## src/rtl/ltpi_data_channel_fifo_agent.sv

```systemverilog
// Initiator-side agent for the data channel controller FIFO: one host transaction at a time,
// four-phase request write / response read, response timeout and flush of late responses.
module ltpi_data_channel_fifo_agent #(
   parameter int unsigned REQ_WIDTH      = 32,
   parameter int unsigned RESP_WIDTH     = 32,
   parameter int unsigned TIMEOUT_CYCLES = 1024
) (
   input  logic                  clk,
   input  logic                  reset_n,
   input  logic                  host_req_valid,
   input  logic [REQ_WIDTH-1:0]  host_req_data,
   output logic                  host_req_ready,
   output logic                  host_resp_valid,
   output logic [RESP_WIDTH-1:0] host_resp_data,
   output logic                  host_resp_status,
   input  logic                  host_resp_ready,
   output logic                  fifo_req_wr_en,
   output logic [REQ_WIDTH-1:0]  fifo_req_wr_data,
   input  logic                  fifo_req_wr_ack,
   input  logic                  fifo_req_full,
   output logic                  fifo_resp_rd_en,
   input  logic [RESP_WIDTH-1:0] fifo_resp_rd_data,
   input  logic                  fifo_resp_rd_ack,
   input  logic                  fifo_resp_empty,
   output logic                  busy,
   output logic [7:0]            drop_count
);

   localparam int unsigned TW_RAW = $clog2(TIMEOUT_CYCLES + 1);
   localparam int unsigned TW     = (TW_RAW < 1) ? 1 : TW_RAW;
   localparam logic [TW-1:0] TLAST = (TIMEOUT_CYCLES == 0) ? '0 : TW'(TIMEOUT_CYCLES - 1);

   typedef enum logic [3:0] {
      S_IDLE,
      S_REQ_WR,
      S_REQ_REL,
      S_RESP_WAIT,
      S_RESP_RD,
      S_RESP_REL,
      S_HOST_RESP,
      S_FLUSH_RD,
      S_FLUSH_REL
   } state_t;

   state_t                state, state_nxt;
   logic [TW-1:0]         timer, timer_nxt;
   logic                  req_ready_nxt;
   logic                  resp_valid_nxt;
   logic [RESP_WIDTH-1:0] resp_data_nxt;
   logic                  resp_status_nxt;
   logic                  wr_en_nxt;
   logic [REQ_WIDTH-1:0]  wr_data_nxt;
   logic                  rd_en_nxt;
   logic                  busy_nxt;
   logic [7:0]            drop_count_nxt;

   always_ff @(posedge clk or negedge reset_n) begin
      if (!reset_n) begin
         state            <= S_IDLE;
         timer            <= '0;
         host_req_ready   <= 1'b0;
         host_resp_valid  <= 1'b0;
         host_resp_data   <= '0;
         host_resp_status <= 1'b0;
         fifo_req_wr_en   <= 1'b0;
         fifo_req_wr_data <= '0;
         fifo_resp_rd_en  <= 1'b0;
         busy             <= 1'b0;
         drop_count       <= '0;
      end else begin
         state            <= state_nxt;
         timer            <= timer_nxt;
         host_req_ready   <= req_ready_nxt;
         host_resp_valid  <= resp_valid_nxt;
         host_resp_data   <= resp_data_nxt;
         host_resp_status <= resp_status_nxt;
         fifo_req_wr_en   <= wr_en_nxt;
         fifo_req_wr_data <= wr_data_nxt;
         fifo_resp_rd_en  <= rd_en_nxt;
         busy             <= busy_nxt;
         drop_count       <= drop_count_nxt;
      end
   end

   always_comb begin
      state_nxt       = state;
      timer_nxt       = timer;
      resp_valid_nxt  = host_resp_valid;
      resp_data_nxt   = host_resp_data;
      resp_status_nxt = host_resp_status;
      wr_en_nxt       = fifo_req_wr_en;
      wr_data_nxt     = fifo_req_wr_data;
      rd_en_nxt       = fifo_resp_rd_en;
      drop_count_nxt  = drop_count;

      case (state)
         S_IDLE: begin
            // A stale response must be drained before a new request can be matched to a reply
            if (!fifo_resp_empty) begin
               if (!fifo_resp_rd_ack) begin
                  rd_en_nxt = 1'b1;
                  state_nxt = S_FLUSH_RD;
               end
            end else if (host_req_valid && host_req_ready && !fifo_req_wr_ack) begin
               wr_data_nxt = host_req_data;
               wr_en_nxt   = 1'b1;
               state_nxt   = S_REQ_WR;
            end
         end
         S_REQ_WR: begin
            if (fifo_req_wr_ack) begin
               wr_en_nxt = 1'b0;
               state_nxt = S_REQ_REL;
            end
         end
         S_REQ_REL: begin
            if (!fifo_req_wr_ack) begin
               timer_nxt = '0;
               state_nxt = S_RESP_WAIT;
            end
         end
         S_RESP_WAIT: begin
            if (!fifo_resp_empty) begin
               if (!fifo_resp_rd_ack) begin
                  rd_en_nxt = 1'b1;
                  state_nxt = S_RESP_RD;
               end
            end else begin
               timer_nxt = timer + TW'(1);
               if ((TIMEOUT_CYCLES != 0) && (timer == TLAST)) begin
                  resp_data_nxt   = '0;
                  resp_status_nxt = 1'b1;
                  resp_valid_nxt  = 1'b1;
                  state_nxt       = S_HOST_RESP;
               end
            end
         end
         S_RESP_RD: begin
            if (fifo_resp_rd_ack) begin
               resp_data_nxt = fifo_resp_rd_data;
               rd_en_nxt     = 1'b0;
               state_nxt     = S_RESP_REL;
            end
         end
         S_RESP_REL: begin
            if (!fifo_resp_rd_ack) begin
               resp_status_nxt = 1'b0;
               resp_valid_nxt  = 1'b1;
               state_nxt       = S_HOST_RESP;
            end
         end
         S_HOST_RESP: begin
            if (host_resp_ready) begin
               resp_valid_nxt = 1'b0;
               state_nxt      = S_IDLE;
            end
         end
         S_FLUSH_RD: begin
            if (fifo_resp_rd_ack) begin
               rd_en_nxt = 1'b0;
               state_nxt = S_FLUSH_REL;
            end
         end
         S_FLUSH_REL: begin
            if (!fifo_resp_rd_ack) begin
               if (drop_count != 8'hFF) drop_count_nxt = drop_count + 8'd1;
               state_nxt = S_IDLE;
            end
         end
         default: state_nxt = S_IDLE;
      endcase

      // Registered outputs are derived from the next state so they track the state register exactly
      busy_nxt      = (state_nxt != S_IDLE);
      req_ready_nxt = (state_nxt == S_IDLE) && !fifo_req_full && fifo_resp_empty &&
                      !fifo_req_wr_ack && !fifo_resp_rd_ack;
   end

endmodule

```

## config.mk

```make
export PLATFORM = sky130hd
export DESIGN_NAME = ltpi_data_channel_fifo_agent
export DESIGN_NICKNAME = d
export VERILOG_FILES = /design/src/rtl/ltpi_data_channel_fifo_agent.sv
export SDC_FILE = /design/constraint.sdc
export NUM_CORES = 1
export LEC_CHECK = 0
export ABC_CLOCK_PERIOD_IN_PS = 5700
export CORE_MARGIN = 2
export CORE_UTILIZATION = 35
export DETAILED_ROUTE_END_ITERATION = 12
export GPL_ROUTABILITY_DRIVEN = 0
export PLACE_DENSITY = 0.74
export RECOVER_POWER = 25
export SYNTH_ARGS = -nofsm -noshare
export SYNTH_HDL_FRONTEND = slang
export SYNTH_SLANG_ARGS = --single-unit
```

## constraint.sdc

```tcl
create_clock -name clk -period 5.7 [get_ports clk]
set_input_delay 0.57 -clock clk [delete_from_list [all_inputs] [get_ports clk]]
set_output_delay 0.57 -clock clk [all_outputs]
set_load 0.05 [all_outputs]
```

======== Yosys cells after proc, flatten, opt, wreduce, memory -nomap -nowiden ========
Index checks and enable logic that the tools add are counted.
Widths: inputs -> output; s select.
storage, ports and cells
  register bits ........................... 93
  bits of input ports ..................... 72
  word-level logic and storage cells ...... 99
operators by class
  $add $sub $neg .......................... 2
  equality and inequality tests ........... 22
  mux-type cells .......................... 35
  bitwise gates (word level) .............. 1
  reduce and logical (&&, ||, !) cells .... 28
operators with widths
  operator               number
  $mux 32                3
  $pmux 32 s2            1
  $mux 4                 13
  $pmux 4 s9             1
  $mux 11                2
  $ne 2x2->1 const B     11
  $pmux 11 s2            1
  $eq 4x3->1 const B     4
  $reduce_and 4->1       4
  $add 11x1->11 const B  1
  $eq 11x10->1 const B   1
  $mux 1                 10
  $reduce_bool 2->1      5
  $reduce_and 3->1       3
  $add 8x1->8 const B    1
  $eq 4x2->1 const B     2
  $logic_not 4->1        2
  $ne 8x8->1 const B     1
  $logic_and 1x1->1      6
  $pmux 1 s2             3
  $reduce_and 5->1       1
  $eq 4x1->1 const B     1
  $eq 4x4->1 const B     1
  $reduce_bool 4->1      1
  other kinds (6)        9

======== Logic depth before layout (Yosys ltp) ========
Gate-level depths: netlist (run 1).
  word-level depth ........................ 10
  gate-level depth with buffers ........... 7
  gate-level depth less buffers ........... 5

======== Worst setup path before layout (run 1) ========
OpenSTA, ideal clock, no wires.
  kind .................................... input-to-reg
  from .................................... in fifo_resp_rd_ack
  to ...................................... reg busy
  setup time .............................. 0.139 ns
  data arrival time ....................... 1.937 ns
  slack ................................... 3.624 ns
  cell stages on the path ................. 5
  buffers on the path ..................... 1
  cells stage by stage .................... buf_2 > or2_1 > a2111oi_0 > nor4_1 > or4_1
between the ends
  word-level cells in the longest chain between the ends .. 4
RTL lines
  element                           RTL line  text
  from (decl)                       23        input logic fifo_resp_rd_ack,
  $mux 4, on equally long branches  124, 100
  $mux 4, on equally long branches  123, 99
  $pmux 4 s9 (*)                    96        case (state)
  named net state_nxt[1]            45        state_t state, state_nxt;
  $reduce_bool 4->1 (*)             174       busy_nxt = (state_nxt != S_IDLE);
  named net busy_nxt                54        logic busy_nxt;
  to (signal assigned)              80        busy <= busy_nxt;
  to (decl)                         25        output logic busy,
Mark *: on every way through the listed nets, which the timed path passes. The rest lies on a longest branch.
A chain may end at the register's enable or synchronous reset.

==> results.json, run 1 <==
{
  "ys_seq_elements": 93,
  "yosysMostFrequentCell": "dfrtp_1",
  "remaining_drc_errors": 0,
  "syn_area_per_cell_sq_um": 11.3,
  "ctsHtreeMaxLevel": 3,
  "end_kind": "async pin",
  "viasPerCell": 4.99,
  "ctsResizeCount": 0,
  "crit_type": "in -> async",
  "switching_share_pct": 43.1,
  "power_frac_clock_pct": 20.4,
  "drv_slew": 40,
  "setup_viol": 0,
  "grt_setup_unrepaired": "no",
  "clk_pin_slew_ns": 0.07,
  "power.leakage_nw": 2.65,
  "die_area_sq_um": 13100,
  "critPathBufInv": 2,
  "status": "finished, violations left",
  "yosys_warnings": 0,
  "synth.distinct_cells": 57,
  "grt_max_degree": 56,
  "synthCells": 377,
  "area_growth_pct": 44.3,
  "root_buffer": "clkbuf_16",
  "tightest_slew_ns": 2.09,
  "period_minus_slack_ns": 3.15,
  "drt-total-wl_um": 10500,
  "intPower_mw": 1.56,
  "cpMaxStageDelayCell": "clkbuf_1",
  "io_buffers": 149,
  "max_cap_viol_count": 1,
  "vias": 3361,
  "period_share_pct": 55.3,
  "power_frac_comb_pct": 44.7,
  "rows": 40,
  "wl_per_cell_um": 15.6,
  "yosys_most_used_dff": "dfrtp_1",
  "overflow": 0,
  "hold_class": "reg -> reg",
  "hold_ws_ns": 0.502,
  "cts_setup_buffers": 0,
  "critPathArrivalTime_ns": 3.37,
  "critPathMaxFanout": 55,
  "syn-cell-area_sq_um": 4260,
  "power_frac_seq_pct": 34.9,
  "synthArstFlopShare_pct": 100,
  "n_antenna_cell": 0,
  "crit_family": "buffers and inverters",
  "cts_tree": "yes",
  "p_switching_mw": 1.19,
  "p_per_area_nw_per_um2": 447,
  "fmaxAchievable_ghz": 0.317,
  "clock_skew_ns": 0.00887,
  "syn_nets": 451,
  "synth_top_cell_by_area": "dfrtp_1",
  "grt_use_total_pct": 16.2,
  "grt_pass1_wl_um": 16700,
  "insertion_delay_ns": 0.34,
  "start_kind": "input port",
  "clock-sinks": 93,
  "clock_path_buffers": 2,
  "layout.nets": 597,
  "antenna_found_initial": 0,
  "postLayoutCoreUtil_pct": 51.4,
  "pre_cts_ws_ns": 2.90,
  "first_global_vias": 3390,
  "synth_top_area_share_pct": 54.6,
  "drtIter0Drc": 190,
  "drtPass1Iterations": 4,
  "ctsHoldBuffers": 0,
  "cp_cell_sequence": "clkbuf_1 > clkbuf_2",
  "max-slew-margin-rel_pct": -39.6,
  "start_util_pct": 35.6,
  "ant_nets": 0,
  "finalHoldViolCount": 0,
  "final.setup.tns_ns": 0,
  "die_h_um": 114,
  "dp_hpwl_um": 7590,
  "coreArea_sq_um": 12000,
  "yosys-top-cells-count": "dfrtp_1 (93), nand2_1 (47), inv_1 (40)",
  "setup_ws_ns": 2.55,
  "synth-edff-count": 0,
  "violations": "capacitance limit, slew limit",
  "die_w_um": 114,
  "ios": 150,
  "synthTopCellsByArea": "dfrtp_1 (55%), mux2_2 (9.0%), mux2i_1 (7.7%)",
  "peakVddDrop_v": 0.000183,
  "cts_buffers": 9,
  "cp_slowest_stage_delay_ns": 1.46,
  "ys_seq_area_share_pct": 54.6,
  "cp.required_ns": 5.92,
  "layout-drive-gt1-share_pct": 11.6
}
[per-layer routing]
metal	share of wire, %	wire length (um)	GRT usage, %
met1	44	4630	21.3
met2	50	5240	26.6
met3	4.7	492	3.12
met4	1.4	146	5.93
met5	0	0	0
[final timing paths]
| kind | from | to | slack [ns] | cells past startpoint |
|---|---|---|---|---|
| setup / recovery | reset_n | fifo_req_wr_data[6] | 2.55 | 2 |
| hold / removal | fifo_resp_rd_en | fifo_resp_rd_en | 0.50 | 1 |
| setup reg to reg | state[0] | host_resp_data[13] | 3.34 | 6 |
| hold reg to reg | fifo_resp_rd_en | fifo_resp_rd_en | 0.50 | 1 |
| max in group clk | fifo_resp_empty | host_resp_data[13] | 3.25 | 6 |
| min in group asynchronous | reset_n | fifo_req_wr_data[29] | 0.82 | 1 |
[placed cells by master, fill, tap and decap left out, types with 2 or more instances in the layout]
cell type          n
xor2_1             9
mux2i_1           33
nor3_1             3
clkinvlp_4         2
nor4_1             3
clkdlybuf4s50_1  148
ha_1               2
o31ai_1            5
nor2b_1            3
a21oi_1            7
clkinv_4           2
or4_1              7
xnor2_1            2
clkbuf_16          9
buf_4              4
nand2_1           47
a41oi_1            2
o21ai_0            7
mux2_2            34
and3_1             2
o211ai_1           2
nand3_1            8
nor2_1            10
and2_1             3
dfrtp_1           93
nand4_1            3
inv_1             40
and4_1             2
a21o_1             2
[through the flow]
step | power [mW] | cells | instance area, sq um
2_1_floorplan | 1.76 | 377 | 4260
6_report | 2.75 | 674 | 6150
5_1_grt | 2.88 | 674 | 6150
4_1_cts | 2.77 | 674 | 6160
3_5_place_dp | 2.20 | 659 | 5880
3_3_place_gp | 2.17 | 659 | 5880
[sequential cells by signal (all words and copies together) (netlist names)]
signal,count
state,4
busy,1
fifo_req_wr_data,32
fifo_resp_rd_en,1
host_resp_data,32
host_resp_status,1
fifo_req_wr_en,1
host_resp_valid,1
drop_count,8
host_req_ready,1
timer,11
[final cells by class]
| type | instances | area [sq um] |
|---|---|---|
| timing repair buffer | 154 | 1520 |
| fill | 1051 | 5810 |
| inverter | 40 | 150 |
| tap | 147 | 184 |
| multi-input combinational | 225 | 1700 |
| sequential | 93 | 2330 |
| clock buffer | 10 | 239 |
| clock inverter | 5 | 37.5 |
[kinds of logic after synthesis]
family	Yosys count	share of synthesized area (%)
XOR/XNOR	11	2.26
AND/OR/NAND/NOR	105	13.1
multiplexers	67	16.7
adder cells (fa/ha/maj)	2	0.587
flip-flops	93	54.6
buffers and inverters	59	6.04
AO/OA/AOI/OAI	40	6.75
[power groups by stage]
stage	registers [mW]	clock network (mW)	logic [mW]
2_1_floorplan	1.40	0	0.367
3_3_place_gp	0.965	0	1.21
3_5_place_dp	0.971	0	1.23
4_1_cts	0.960	0.579	1.24
5_1_grt	0.982	0.608	1.29
6_report	0.960	0.562	1.23
Note: power is estimated with default switching activity, not from simulation.
==> run 2, diff against run 1 <==
--- a/config.mk
+++ b/config.mk
@@ -5,7 +5,7 @@
 export SDC_FILE = /design/constraint.sdc
 export NUM_CORES = 1
 export LEC_CHECK = 0
-export ABC_CLOCK_PERIOD_IN_PS = 5700
+export ABC_CLOCK_PERIOD_IN_PS = 3200
 export CORE_MARGIN = 2
 export CORE_UTILIZATION = 35
 export DETAILED_ROUTE_END_ITERATION = 12
==> constraint.sdc (replaced) <==
create_clock -name clk -period 3.2 [get_ports clk]
set_input_delay 0.32 -clock clk [delete_from_list [all_inputs] [get_ports clk]]
set_output_delay 0.32 -clock clk [all_outputs]
set_load 0.05 [all_outputs]
==> run 2 against run 1 <==
Effect of this change:
- the flow still finishes with violations (capacitance limit, slew limit)
- non-clock buffer count increased by 3
- register-to-register slack got worse by 2.4 ns
- clock power up 99%
- sequential power grew 78%
- clock skew grew 0.00061 ns
- sequential share of layout area is 0.37 points lower
- clock-buffer cell count is 2 higher
- setup slack got worse by 1.7 ns
- via count is essentially flat
- critical path depth up 1
- design area increased by 0.98%
- critical endpoint is now fifo_resp_rd_en
- highest routed layer unchanged
==> results.json, run 2 (synthesized netlist as in run 1, its figures left out) <==
{
  "cts_setup_buffers": 0,
  "post-place-cells": 661,
  "end_kind": "async pin",
  "status": "finished, violations left",
  "clock-sinks": 93,
  "final_cell_count_no_fill": 678,
  "grt_use_total_pct": 16.3,
  "start_util_pct": 35.6,
  "cp.required_ns": 3.68,
  "grt_max_degree": 38,
  "critPathMaxFanout": 37,
  "die_h_um": 114,
  "fmaxAchievable_ghz": 0.426,
  "ctsHtreeMaxLevel": 3,
  "tightest_slew_ns": 1.93,
  "drtPass1Iterations": 4,
  "viasPerCell": 4.96,
  "reg_top3": "fifo_req_wr_data: 32 flops, host_resp_data: 32 flops, timer: 11 flops",
  "peakVddDrop_v": 0.000477,
  "insertion_delay_ns": 0.34,
  "overflow": 0,
  "max-slew-margin-rel_pct": -28.3,
  "first_global_vias": 3386,
  "crit_type": "in -> async",
  "min_to": "drop_count[6]",
  "clock_skew_ns": 0.00949,
  "rrSetupSlack_ns": 0.90,
  "hold_path_depth": 1,
  "drv_slew": 38,
  "setup_viol": 0,
  "clock_path_buffers": 2,
  "antenna_found_initial": 0,
  "holdCritStartpoint": "drop_count[6]",
  "cts_buffers": 9,
  "hold_ws_ns": 0.498,
  "period_minus_slack_ns": 2.35,
  "max_cap_viol_count": 1,
  "coreArea_sq_um": 12000,
  "critPathArrivalTime_ns": 2.83,
  "drtIter0Drc": 217,
  "n_antenna_cell": 0,
  "clk_pin_slew_ns": 0.06,
  "mostFrequentLayoutCell": "clkdlybuf4s50_1",
  "finalHoldViolCount": 0,
  "violations": "capacitance limit, slew limit",
  "hold_class": "reg -> reg",
  "vias": 3364,
  "cts_tree": "yes",
  "die_w_um": 114,
  "final_cell_mix": "clkdlybuf4s50_1 (148), dfrtp_1 (93), nand2_1 (47)",
  "period_share_pct": 73.4,
  "dp_hpwl_um": 7640,
  "die_area_sq_um": 13100,
  "r2r_end": "host_resp_data[29]",
  "reg2reg_depth": 5,
  "area_growth_pct": 45.7,
  "root_buffer": "clkbuf_16",
  "io_buffers": 149,
  "remaining_drc_errors": 0,
  "postLayoutCoreUtil_pct": 51.9,
  "grt_setup_unrepaired": "no",
  "wl_per_cell_um": 15.5,
  "start_kind": "input port",
  "p_per_area_nw_per_um2": 808,
  "drt-total-wl_um": 10500,
  "r2r-start": "state[0]",
  "grt_pass1_wl_um": 16800,
  "final.setup.tns_ns": 0,
  "power.leakage_nw": 2.68,
  "layout-drive-gt1-share_pct": 11.5,
  "ios": 150,
  "rows": 40,
  "layout.nets": 600,
  "ant_nets": 0
}
-- run 2: worst max path at each step --
stage | slack [ns] | end | startpoint
2_1_floorplan | 1.34 | timer[10] | state[0]
3_3_place_gp | 0.75 | host_resp_data[26] | fifo_resp_empty
3_5_place_dp | 0.65 | host_resp_data[19] | fifo_resp_empty
4_1_cts | 0.91 | host_resp_data[20] | state[0]
5_1_grt | 0.40 | timer[0] | reset_n
6_report | 0.85 | fifo_resp_rd_en | reset_n
-- run 2: critical path, cell delays in order --
cell	delay, ns
dlygate4sd3_1	0.53
clkbuf_1	1.38
buf_4	0.57
-- run 2: metrics by stage --
stage               setup slack, ns  area [sq um]  total power, mW
detailed placement            0.649          5900             3.92
global route                  0.398          6210             5.27
CTS                           0.907          6220             5.07
finish                        0.850          6210             5.02
global placement              0.749          5900             3.87
floorplan                      1.34          4260             3.14
-- run 2: power by group --
| part | leakage [nW] | switching [mW] | internal (mW) |
|---|---|---|---|
| combinational | 1.32 | 1.39 | 0.794 |
| sequential | 1.22 | 0.261 | 1.45 |
| clock | 0.147 | 0.437 | 0.684 |
| total | 2.68 | 2.09 | 2.93 |
-- run 2: timing repair --
| item | CTS | global route |
|---|---|---|
| hold buffers | 1 | 0 |
| resized for setup | 0 | 0 |
| endpoints found under the hold margin | 35 | 0 |
-- run 2: routing by layer --
layer | GRT usage, % | vias up | part of all wire, %
met2 | 27.5 | 114 | 50
met5 | 0 | - | 0
met4 | 5.85 | 0 | 1.5
met1 | 20.9 | 1642 | 43
met3 | 3.07 | 12 | 5.4
li1 | - | 1596 | -
-- run 2: final cells by class --
| type | instances | area (sq um) |
|---|---|---|
| clock buffers | 12 | 236 |
| clock inverters | 4 | 72.6 |
| flip-flops and latches | 93 | 2330 |
| repair buffers | 157 | 1550 |
| multi-input cells | 225 | 1700 |
| inverters | 40 | 150 |
| well taps | 147 | 184 |
| fillers | 1050 | 5750 |
==> run 3, diff against run 2 <==
--- a/config.mk
+++ b/config.mk
@@ -5,7 +5,7 @@
 export SDC_FILE = /design/constraint.sdc
 export NUM_CORES = 1
 export LEC_CHECK = 0
-export ABC_CLOCK_PERIOD_IN_PS = 3200
+export ABC_CLOCK_PERIOD_IN_PS = 2400
 export CORE_MARGIN = 2
 export CORE_UTILIZATION = 35
 export DETAILED_ROUTE_END_ITERATION = 12
==> constraint.sdc (replaced) <==
create_clock -name clk -period 2.4 [get_ports clk]
set_input_delay 0.24 -clock clk [delete_from_list [all_inputs] [get_ports clk]]
set_output_delay 0.24 -clock clk [all_outputs]
set_load 0.05 [all_outputs]
==> run 3 against run 2 <==
Effect of this change:
- the flow now finishes without violations
- die area did not move
- highest routed layer unchanged
- routed wire length fell by 1.3%
- worst hold slack got worse by 0.035 ns
- sequential power rose by 28%
==> results.json, run 3 (synthesized netlist as in run 1, its figures left out) <==
{
  "status": "complete, no violations",
  "vias": 3309,
  "root_buffer": "clkbuf_16",
  "n_antenna_cell": 0,
  "grt_max_degree": 50,
  "final.setup.tns_ns": 0,
  "crit_type": "reg -> reg",
  "viasPerCell": 4.83,
  "drtPass1Iterations": 4,
  "layout-drive-gt1-share_pct": 13.4,
  "clock_skew_ns": 0.00829,
  "cpMaxStageDelayCell": "or4_1",
  "place_area_sq_um": 6010,
  "intPower_mw": 3.86,
  "die_area_sq_um": 13100,
  "power_frac_clock_pct": 20.7,
  "final_cell_count_no_fill": 685,
  "design_power_total_mw": 6.64,
  "clock-sinks": 93,
  "cp_slowest_stage_delay_ns": 0.56,
  "grt_setup_unrepaired": "no",
  "switching_share_pct": 41.9,
  "cp.required_ns": 2.59,
  "coreArea_sq_um": 12000,
  "cts_buffers": 9,
  "clk_pin_slew_ns": 0.06,
  "p_switching_mw": 2.78,
  "power.leakage_nw": 2.73,
  "antenna_found_initial": 0,
  "finalHoldViolCount": 0,
  "fmaxAchievable_ghz": 0.485,
  "start_util_pct": 35.6,
  "max-slew-margin-rel_pct": 17.3,
  "holdCritStartpoint": "fifo_resp_rd_data[3]",
  "period_minus_slack_ns": 2.06,
  "insertion_delay_ns": 0.34,
  "cts_tree": "yes",
  "ctsResizeCount": 0,
  "ant_nets": 0,
  "peakVddDrop_v": 0.000479,
  "first_global_vias": 3417,
  "die_w_um": 114,
  "cp_cell_sequence": "buf_4 > and2b_1 > a221oi_1 > nor4_1 > or4_1",
  "drtIter0Drc": 186,
  "post-place-cells": 669,
  "power_frac_comb_pct": 46.3,
  "remaining_drc_errors": 0,
  "r2r-start": "state[0]",
  "drt-total-wl_um": 10400,
  "setup_viol": 0,
  "end_kind": "flop",
  "clock_path_buffers": 2,
  "critPathArrivalTime_ns": 2.25,
  "reg_top3": "fifo_req_wr_data: 32 flops, host_resp_data: 32 flops, timer: 11 flops",
  "final_area_sq_um": 6310,
  "dp_hpwl_um": 7650,
  "layout.nets": 608,
  "mostFrequentLayoutCell": "clkdlybuf4s50_1",
  "max_cap_viol_count": 0,
  "final_cell_mix": "clkdlybuf4s50_1 (148), dfrtp_1 (93), nand2_1 (47)",
  "grt_use_total_pct": 15.8,
  "ctsHtreeMaxLevel": 3,
  "hold_class": "in -> reg",
  "p_per_area_nw_per_um2": 1050,
  "grt_pass1_wl_um": 16500,
  "tightest_slew_ns": 1.24,
  "start_kind": "flop",
  "area_growth_pct": 47.9,
  "drv_slew": 0,
  "io_buffers": 149,
  "period_share_pct": 85.9,
  "ios": 150,
  "overflow": 0,
  "critPathMaxFanout": 10,
  "startpoint": "state[0]",
  "die_h_um": 114,
  "power_frac_seq_pct": 33.0,
  "wl_per_cell_um": 15.2,
  "rows": 40
}
[run 3: area by class of cell]
| type | count | area [sq um] |
|---|---|---|
| clock buffer | 9 | 225 |
| multi-input combinational | 225 | 1700 |
| fill | 1059 | 5660 |
| clock inverter | 6 | 65.1 |
| timing repair buffer | 165 | 1660 |
| inverter | 40 | 150 |
| sequential | 93 | 2330 |
| tap | 147 | 184 |
[run 3: worst max-delay path: cells and delay by family (launching register included)]
kind,cells,cell delay (ns)
AO/OA/AOI/OAI,1,0.28
AND/OR/NAND/NOR,3,0.91
flip-flops,1,0.49
buffers and inverters,1,0.23
[run 3: path summary, 6_finish.rpt]
kind | end | slack, ns | depth (start not counted)
hold reg to reg | drop_count[7] | 0.49 | 1
setup reg to reg | busy | 0.34 | 5
min in group asynchronous | fifo_req_wr_data[26] | 0.69 | 2
hold / removal | host_resp_data[3] | 0.46 | 3
setup / recovery | busy | 0.34 | 5
max in group asynchronous | timer[4] | 0.85 | 3
[run 3: power by group through the flow]
| stage | registers, mW | logic (mW) | clock network (mW) |
|---|---|---|---|
| after CTS | 2.19 | 3.10 | 1.43 |
| after global routing | 2.24 | 3.26 | 1.50 |
| after detailed placement | 2.22 | 3.09 | 0 |
| final | 2.19 | 3.08 | 1.38 |
| after global placement | 2.20 | 3.02 | 0 |
| after floorplan | 3.32 | 0.872 | 0 |
[run 3: timing repair]
action,CTS,global route
hold buffers,1,0
endpoints found under the setup margin,0,0
buffers inserted,0,0
hold endpoints to repair,48,0
[run 3: routing by layer]
layer  global-route usage, %  vias up  share of wire (%)
li1                        -     1600                  -
met1                    19.9     1607                 44
met2                    27.2       88                 50
met3                    3.60       14                4.6
met4                    4.72        0                1.4
met5                       0        -                  0
[run 3: stage by stage]
stage	worst slack [ns]	utilization, %	hold slack [ns]
2_1_floorplan	0.537	-	-0.0556
4_1_cts	0.352	52.7	0.449
3_5_place_dp	0.126	50.2	0.309
6_report	0.337	52.7	0.463
3_3_place_gp	0.246	50.2	0.299
5_1_grt	0.212	52.7	0.469
